===== src/rtl/writeback_unit.sv =====
// Writeback stage: merges the single-cycle ALU path and a 2-entry buffered load path onto the
// register file write port, and tracks outstanding destinations in a pending scoreboard.
module writeback_unit #(
  parameter int unsigned XLEN         = 32,
  parameter int unsigned STARVE_LIMIT = 3
) (
  input  logic            clk,
  input  logic            rst,
  input  logic            issue_valid,
  input  logic [4:0]      issue_rd,
  input  logic            alu_valid,
  output logic            alu_ready,
  input  logic [4:0]      alu_rd,
  input  logic [XLEN-1:0] alu_data,
  input  logic            load_valid,
  output logic            load_ready,
  input  logic [4:0]      load_rd,
  input  logic [XLEN-1:0] load_data,
  output logic            RegWrite,
  output logic [4:0]      write_address,
  output logic [XLEN-1:0] write_data,
  output logic [31:0]     pending
);

  logic [1:0][4:0]      fifo_rd_q;
  logic [1:0][XLEN-1:0] fifo_data_q;
  logic                 wr_ptr_q;
  logic                 rd_ptr_q;
  logic [1:0]           count_q;
  logic [1:0]           count_d;
  logic [2:0]           starve_q;
  logic [2:0]           starve_d;

  logic                 alu_fire;
  logic                 push;
  logic                 pop;
  logic                 commit;
  logic [4:0]           sel_rd;
  logic [XLEN-1:0]      sel_data;
  logic [31:0]          set_vec;
  logic [31:0]          clr_vec;
  logic [31:0]          pending_d;

  // Readies depend on registered state only, so no input-to-output path exists.
  assign load_ready = (count_q != 2'd2);
  assign alu_ready  = (starve_q != 3'(STARVE_LIMIT));

  assign alu_fire = alu_valid & alu_ready;
  assign push     = load_valid & load_ready;
  // A push is only visible to selection from the following cycle.
  assign pop      = ~alu_fire & (count_q != 2'd0);
  assign commit   = alu_fire | pop;

  always_comb begin
    sel_rd   = fifo_rd_q[rd_ptr_q];
    sel_data = fifo_data_q[rd_ptr_q];
    if (alu_fire) begin
      sel_rd   = alu_rd;
      sel_data = alu_data;
    end
  end

  always_comb begin
    count_d = count_q;
    unique case ({push, pop})
      2'b10:   count_d = count_q + 2'd1;
      2'b01:   count_d = count_q - 2'd1;
      default: count_d = count_q;
    endcase
  end

  always_comb begin
    starve_d = starve_q;
    if (pop || (count_q == 2'd0)) begin
      starve_d = 3'd0;
    end else if (alu_fire) begin
      starve_d = starve_q + 3'd1;
    end
  end

  // Set is applied after clear so a newly issued producer stays outstanding.
  always_comb begin
    set_vec = 32'd0;
    clr_vec = 32'd0;
    if (issue_valid) begin
      set_vec[issue_rd] = 1'b1;
    end
    if (commit) begin
      clr_vec[sel_rd] = 1'b1;
    end
    pending_d    = (pending & ~clr_vec) | set_vec;
    pending_d[0] = 1'b0;
  end

  always_ff @(posedge clk or negedge rst) begin
    if (!rst) begin
      fifo_rd_q   <= '0;
      fifo_data_q <= '0;
      wr_ptr_q    <= 1'b0;
      rd_ptr_q    <= 1'b0;
      count_q     <= 2'd0;
      starve_q    <= 3'd0;
    end else begin
      if (push) begin
        fifo_rd_q[wr_ptr_q]   <= load_rd;
        fifo_data_q[wr_ptr_q] <= load_data;
        wr_ptr_q              <= ~wr_ptr_q;
      end
      if (pop) begin
        rd_ptr_q <= ~rd_ptr_q;
      end
      count_q  <= count_d;
      starve_q <= starve_d;
    end
  end

  always_ff @(posedge clk or negedge rst) begin
    if (!rst) begin
      RegWrite      <= 1'b0;
      write_address <= 5'd0;
      write_data    <= '0;
      pending       <= 32'd0;
    end else begin
      RegWrite <= commit && (sel_rd != 5'd0);
      if (commit) begin
        write_address <= sel_rd;
        write_data    <= sel_data;
      end
      pending <= pending_d;
    end
  end

endmodule

===== config.mk =====
export PLATFORM = sky130hd
export DESIGN_NAME = writeback_unit
export DESIGN_NICKNAME = d
export VERILOG_FILES = /design/src/rtl/writeback_unit.sv
export SDC_FILE = /design/constraint.sdc
export NUM_CORES = 1
export LEC_CHECK = 0
export CAP_MARGIN = 10
export CORE_UTILIZATION = 45
export CTS_CLUSTER_DIAMETER = 50
export DETAILED_ROUTE_END_ITERATION = 16
export GPL_ROUTABILITY_DRIVEN = 0
export GPL_TIMING_DRIVEN = 0
export PLACE_DENSITY_LB_ADDON = 0.25
export RECOVER_POWER = 50
export SLEW_MARGIN = 20
export SYNTH_ARGS = -nofsm -noshare
export SYNTH_HDL_FRONTEND = slang
export SYNTH_SLANG_ARGS = --single-unit

===== constraint.sdc =====
create_clock -name clk -period 2.4 [get_ports clk]
set_clock_uncertainty 0.1 [all_clocks]
set_input_delay 0.36 -clock clk [delete_from_list [all_inputs] [get_ports clk]]
set_output_delay 0.36 -clock clk [all_outputs]
set_load 0.02 [all_outputs]

==> results of run 1 <==
## power breakdown
part | internal, mW | leakage (nW) | switching [mW]
Sequential | 3.64 | 1.69 | 0.648
Combinational | 2.65 | 1.87 | 2.90
Clock | 1.82 | 0.307 | 1.00
## state kept, by name, summed over array words and instances, names as in the netlist
name and cells:
pending 31, fifo_data_q 64, rd_ptr_q 1, wr_ptr_q 1, RegWrite 1, fifo_rd_q 10, starve_q 3, count_q 2
write_address 5, write_data 32
## final cells by class
cell class	count	area, um2
Fill cell	1199	5380
Sequential cell	150	3750
Multi-Input combinational cell	424	2980
Timing Repair Buffer	156	1570
Clock buffer	23	478
Tap cell	184	230
Buffer	36	201
Clock inverter	9	148
Inverter	5	18.8
## routing by layer
| metal | vias to the layer above | GRT usage | wire length, um |
|---|---|---|---|
| met1 | 2748 | 0.286 | 7440 |
| li1 | 2525 | - | - |
| met2 | 186 | 0.405 | 9070 |
| met3 | 30 | 0.0590 | 991 |
| met5 | - | 0 | 0 |
| met4 | 0 | 0.0950 | 385 |
## cells in the mapped netlist (4+ instances only)
cell type / count
mux2_4: 7
inv_1: 5
nor3b_1: 4
mux2_1: 4
nand3_1: 28
a21oi_1: 32
nor2_1: 40
mux2_2: 72
dfrtp_1: 150
mux2i_1: 33
buf_4: 4
buf_2: 12
clkbuf_1: 15
buf_6: 4
nand2_1: 71
o31ai_1: 28
o21ai_0: 69
## cell families (layout without fill, tap and decap cells)
group | Yosys count | count (layout) | share of synthesized area
XOR/XNOR | 5 | 5 | 0.00635
AND/OR/NAND/NOR | 160 | 160 | 0.103
flip-flops | 150 | 150 | 0.544
buffers and inverters | 43 | 229 | 0.0321
other | 1 | 1 | 0.000544
adder cells (fa/ha/maj) | 3 | 3 | 0.00544
AO/OA/AOI/OAI | 136 | 136 | 0.113
multiplexers | 119 | 119 | 0.195
## timing repair
item | 4_1_cts | 5_1_grt
pin swaps | 0 | 0
hold buffers | 1 | 0
setup endpoints to repair | 41 | 35
hold endpoints to repair | 59 | 0
resized for setup | 4 | 12
## final timing paths
path | depth (start not counted) | end
setup / recovery | 8 | pending[11]$_DFF_PN0_
hold / removal | 1 | starve_q[0]$_DFFE_PN0P_
setup reg to reg | 8 | pending[11]$_DFF_PN0_
hold reg to reg | 1 | starve_q[0]$_DFFE_PN0P_
max in group asynchronous | 3 | write_data[7]$_DFFE_PN0P_
min in group asynchronous | 2 | pending[8]$_DFF_PN0_
## critical path, stage by stage (launching register included)
cell and delay [ns]:
dfrtp_1 0.38, ha_1 0.20, ha_1 0.25, nand2b_4 0.19, buf_6 0.18, mux2_4 0.34
clkbuf_4 0.21, o31ai_1 0.27, nand3_1 0.12
## metrics by stage
stage | setup slack, ns | cell area (um2) | TNS [ns] | utilization | instances
floorplan | 0.279 | 6900 | 0 | - | 617
global placement | -4.92 | 8670 | -745.58 | 0.587 | 955
detailed placement | -0.432 | 8700 | -10.27 | 0.590 | 956
CTS | 0.0206 | 9350 | 0 | 0.633 | 989
global route | -0.0459 | 9370 | -2.02 | 0.635 | 987
finish | 0.0478 | 9370 | 0 | 0.635 | 987
==> results.ini, run 1 <==
[status]
outcome = finished with violations
failed_checks = capacitance limit, slew limit

[drt]
wirelength_mm = 17.9
post-route-drc-count = 0
ant_nets = 0
drtPass1Iterations = 7
wl_per_cell_um = 18.1
vias_per_cell = 5.56
vias = 5489
drtIter0Drc = 391

[critical_path]
cp-start-kind = flop
end_kind = flop
arrival_ns = 2.54
required_ns = 2.59
crit_fanout = 10
crit_start = starve_q[0]$_DFFE_PN0P_
rrSetupSlack_ns = 0.05
path_class = reg2reg
timing.rr.start = starve_q[0]$_DFFE_PN0P_

[logic_synthesis]
syn_nets = 704
ys_types = 39
yosys.area.top_type = dfrtp_1
synth_ff_type = dfrtp_1
synth_cells = 617
ys_warn_count = 0
synthTopCellsByArea = dfrtp_1 54%, mux2_2 12%, o21ai_0 5.0%
synth_top_area_share = 0.544
syn_area_um2 = 6900
synth_edf_count = 0
ys_seq_area_frac = 0.544
synth-async-reset-ratio = 1.00
ys_ff_latch = 150
synth.avg_cell_area_um2 = 11.2

[cts]
numClockSinks = 150
postCtsSetupRepairBufs = 0
clk_latency_ns = 0.42
cts_buffers = 17
clk_pin_slew_ns = 0.06
clk_path_buf_depth = 2
cts-root-buf = clkbuf_16
cts_tree = done
htreeDepth = 4

[floorplanning]
die_w_um = 126
die_area_um2 = 15800
core_um2 = 14800
ios = 156
start_util = 0.467
dieHeight_um = 126
rows = 44

[sta]
setup_violations = 0
layout_min_cycle_time_ns = 2.35
maxSlewViolCount = 60
tightestPinTransition_ns = 1.56
hold_viol_final = 0
fin_crit_sh = 0.980
relSlewSlack = -0.0422
hold_ws_ns = 0.355
rsz0062_at_grt = true
clock.fmax_mhz = 425

[power_and_ir_drop]
powerDensity_nw_per_um2 = 1350
ir_drop_v = 0.000681
leakagePower_nw = 3.87
p_total_mw = 12.7

[hold_path]
worstHoldPathType = reg2reg
hp-start = starve_q[0]$_DFFE_PN0P_

[global_routing]
first_global_vias = 5744
grt_first_pass_wirelength_mm = 28.9
antenna_found_initial = 0
grt_max_degree = 92
grt-ovfl-total = 0
grt_usage = 0.236

[finish]
num_antenna_cells = 0
final_common_cell = clkdlybuf4s50_1
layout-drive-gt1-share = 0.184
areaGrowthSynthToFinish_pct = 35.9
fin_nets = 877
layout_common_cells = 152 x clkdlybuf4s50_1, 150 x dfrtp_1, 72 x mux2_2

[placed_design]
hpwlAfterDp_mm = 12.7
portBuffers = 154

[job]
drv_cap = 1

Power figures use the tool's default switching activity.
==> inputs of run 2 (changes only) <==
--- a/config.mk
+++ b/config.mk
@@ -6,7 +6,7 @@
 export NUM_CORES = 1
 export LEC_CHECK = 0
 export CAP_MARGIN = 10
-export CORE_UTILIZATION = 45
+export CORE_UTILIZATION = 50
 export CTS_CLUSTER_DIAMETER = 50
 export DETAILED_ROUTE_END_ITERATION = 16
 export GPL_ROUTABILITY_DRIVEN = 0
==> results.ini, run 2 (synthesis results as in run 1) <==
[sta]
hold_viol_final = 0
setup_violations = 0
relSlewSlack = 0.0275
fin_crit_sh = 0.971
tightestPinTransition_ns = 1.46
hold_ws_ns = 0.339
layout_setup_ws_ns = 0.0699
rsz0062_at_grt = true
maxSlewViolCount = 0
timing.setup.tns_ns = 0
layout_min_cycle_time_ns = 2.33
clock.fmax_mhz = 429

[drt]
wl_per_cell_um = 17.7
ant_nets = 0
vias = 5410
post-route-drc-count = 0
drtIter0Drc = 476
wirelength_mm = 17.3
vias_per_cell = 5.53
drtPass1Iterations = 5

[critical_path]
required_ns = 2.59
end_kind = flop
path_class = reg2reg
cp_top_family = adder cells
path_buf_inv = 2
arrival_ns = 2.52
slowest_stage = dfrtp_1
critical_path.max_stage_delay_ns = 0.37
worstPathCellList = ha_1 -> ha_1 -> nand2b_2 -> buf_6 -> mux2_4 -> buf_6 -> o31ai_1 -> nand3_1
cp-start-kind = flop
crit_fanout = 10

[cts]
cts_tree = done
cts-root-buf = clkbuf_16
postCtsSetupRepairBufs = 0
clk_pin_slew_ns = 0.05
cts_buffers = 17
clk_path_buf_depth = 2
htreeDepth = 4
numClockSinks = 150
clk_latency_ns = 0.42

[finish]
final_core_util = 0.695
largest_register = fifo_data_q
reg_top3 = fifo_data_q (64), write_data (32), pending (31)
areaGrowthSynthToFinish_pct = 34.5
final_common_cell = clkdlybuf4s50_1
layout_common_cells = 151 x clkdlybuf4s50_1, 150 x dfrtp_1, 72 x mux2_2
fillerInstances = 999
layout-drive-gt1-share = 0.182
fin_nets = 878
num_antenna_cells = 0
final_cells = 978
largest_reg_flops = 64

[global_routing]
grt_max_degree = 95
grt_usage = 0.260
grt_first_pass_wirelength_mm = 28.5
grt-ovfl-total = 0
antenna_found_initial = 0
first_global_vias = 5735

[job]
drv_cap = 0

[power_and_ir_drop]
powerDensity_nw_per_um2 = 1320
ir_drop_v = 0.000672
leakagePower_nw = 3.84

[floorplanning]
core_um2 = 13300
rows = 42
dieHeight_um = 119
die_area_um2 = 14300
start_util = 0.517
die_w_um = 119
ios = 156

[placed_design]
dp_cells = 948
dp_slack_ns = -0.437
portBuffers = 154
hpwlAfterDp_mm = 12.2

[hold_path]
worstHoldPathType = reg2reg

[status]
outcome = finished, final reports clean

==> run 2: layout make-up <==
type | instances | area [um2] | area share
clock buffers | 26 | 509 | 0.0549
clock inverters | 4 | 20.0 | 0.00216
well taps | 176 | 220 | 0.0237
inverters | 5 | 18.8 | 0.00202
plain buffers | 37 | 205 | 0.0221
repair buffers | 156 | 1570 | 0.169
flip-flops and latches | 150 | 3750 | 0.405
multi-input cells | 424 | 2980 | 0.321
==> run 2: worst paths after layout <==
path	from	end	slack [ns]	depth (start not counted)
max in group asynchronous	rst	fifo_data_q[41]$_DFFE_PN0P_	0.32	3
worst min-delay path	starve_q[0]$_DFFE_PN0P_	starve_q[0]$_DFFE_PN0P_	0.34	1
worst max-delay path	starve_q[0]$_DFFE_PN0P_	pending[15]$_DFF_PN0_	0.07	8
worst max register to register	starve_q[0]$_DFFE_PN0P_	pending[15]$_DFF_PN0_	0.07	8
worst min register to register	starve_q[0]$_DFFE_PN0P_	starve_q[0]$_DFFE_PN0P_	0.34	1
min in group asynchronous	rst	pending[9]$_DFF_PN0_	0.72	2
==> run 2: what timing repair did <==
item	4_1_cts	5_1_grt
endpoints found under the setup margin	32	28
gates cloned	0	0
pin swaps	0	0
hold buffers	1	0
gates resized for setup	2	14
endpoints found under the hold margin	56	0
==> run 2: metal layers <==
layer	vias up	GRT usage	share of wire
li1	2522	-	-
met1	2678	0.312	0.41
met2	182	0.451	0.52
met3	28	0.0632	0.059
met4	0	0.0984	0.018
met5	-	0	0
==> run 2: where the power goes <==
group	leakage [nW]	total, mW	switching (mW)	internal, mW
Sequential	1.69	4.28	0.644	3.64
Clock	0.266	2.41	0.971	1.44
Combinational	1.88	5.54	2.88	2.66
Total	3.84	12.2	4.49	7.74
==> run 2: per-stage QoR <==
stage          area, um2  total power [mW]
3_3_place_gp        8660              9.54
6_report            9270              12.2
5_1_grt             9270              13.0
2_1_floorplan       6900              7.78
3_5_place_dp        8690              9.76
4_1_cts             9230              12.2
==> inputs of run 3 (changes only) <==
--- a/config.mk
+++ b/config.mk
@@ -9,7 +9,7 @@
 export CORE_UTILIZATION = 50
 export CTS_CLUSTER_DIAMETER = 50
 export DETAILED_ROUTE_END_ITERATION = 16
-export GPL_ROUTABILITY_DRIVEN = 0
+export GPL_ROUTABILITY_DRIVEN = 1
 export GPL_TIMING_DRIVEN = 0
 export PLACE_DENSITY_LB_ADDON = 0.25
 export RECOVER_POWER = 50
==> results of run 3 <==
No change in the layout: final DEF, timing and power equal those of run 2.
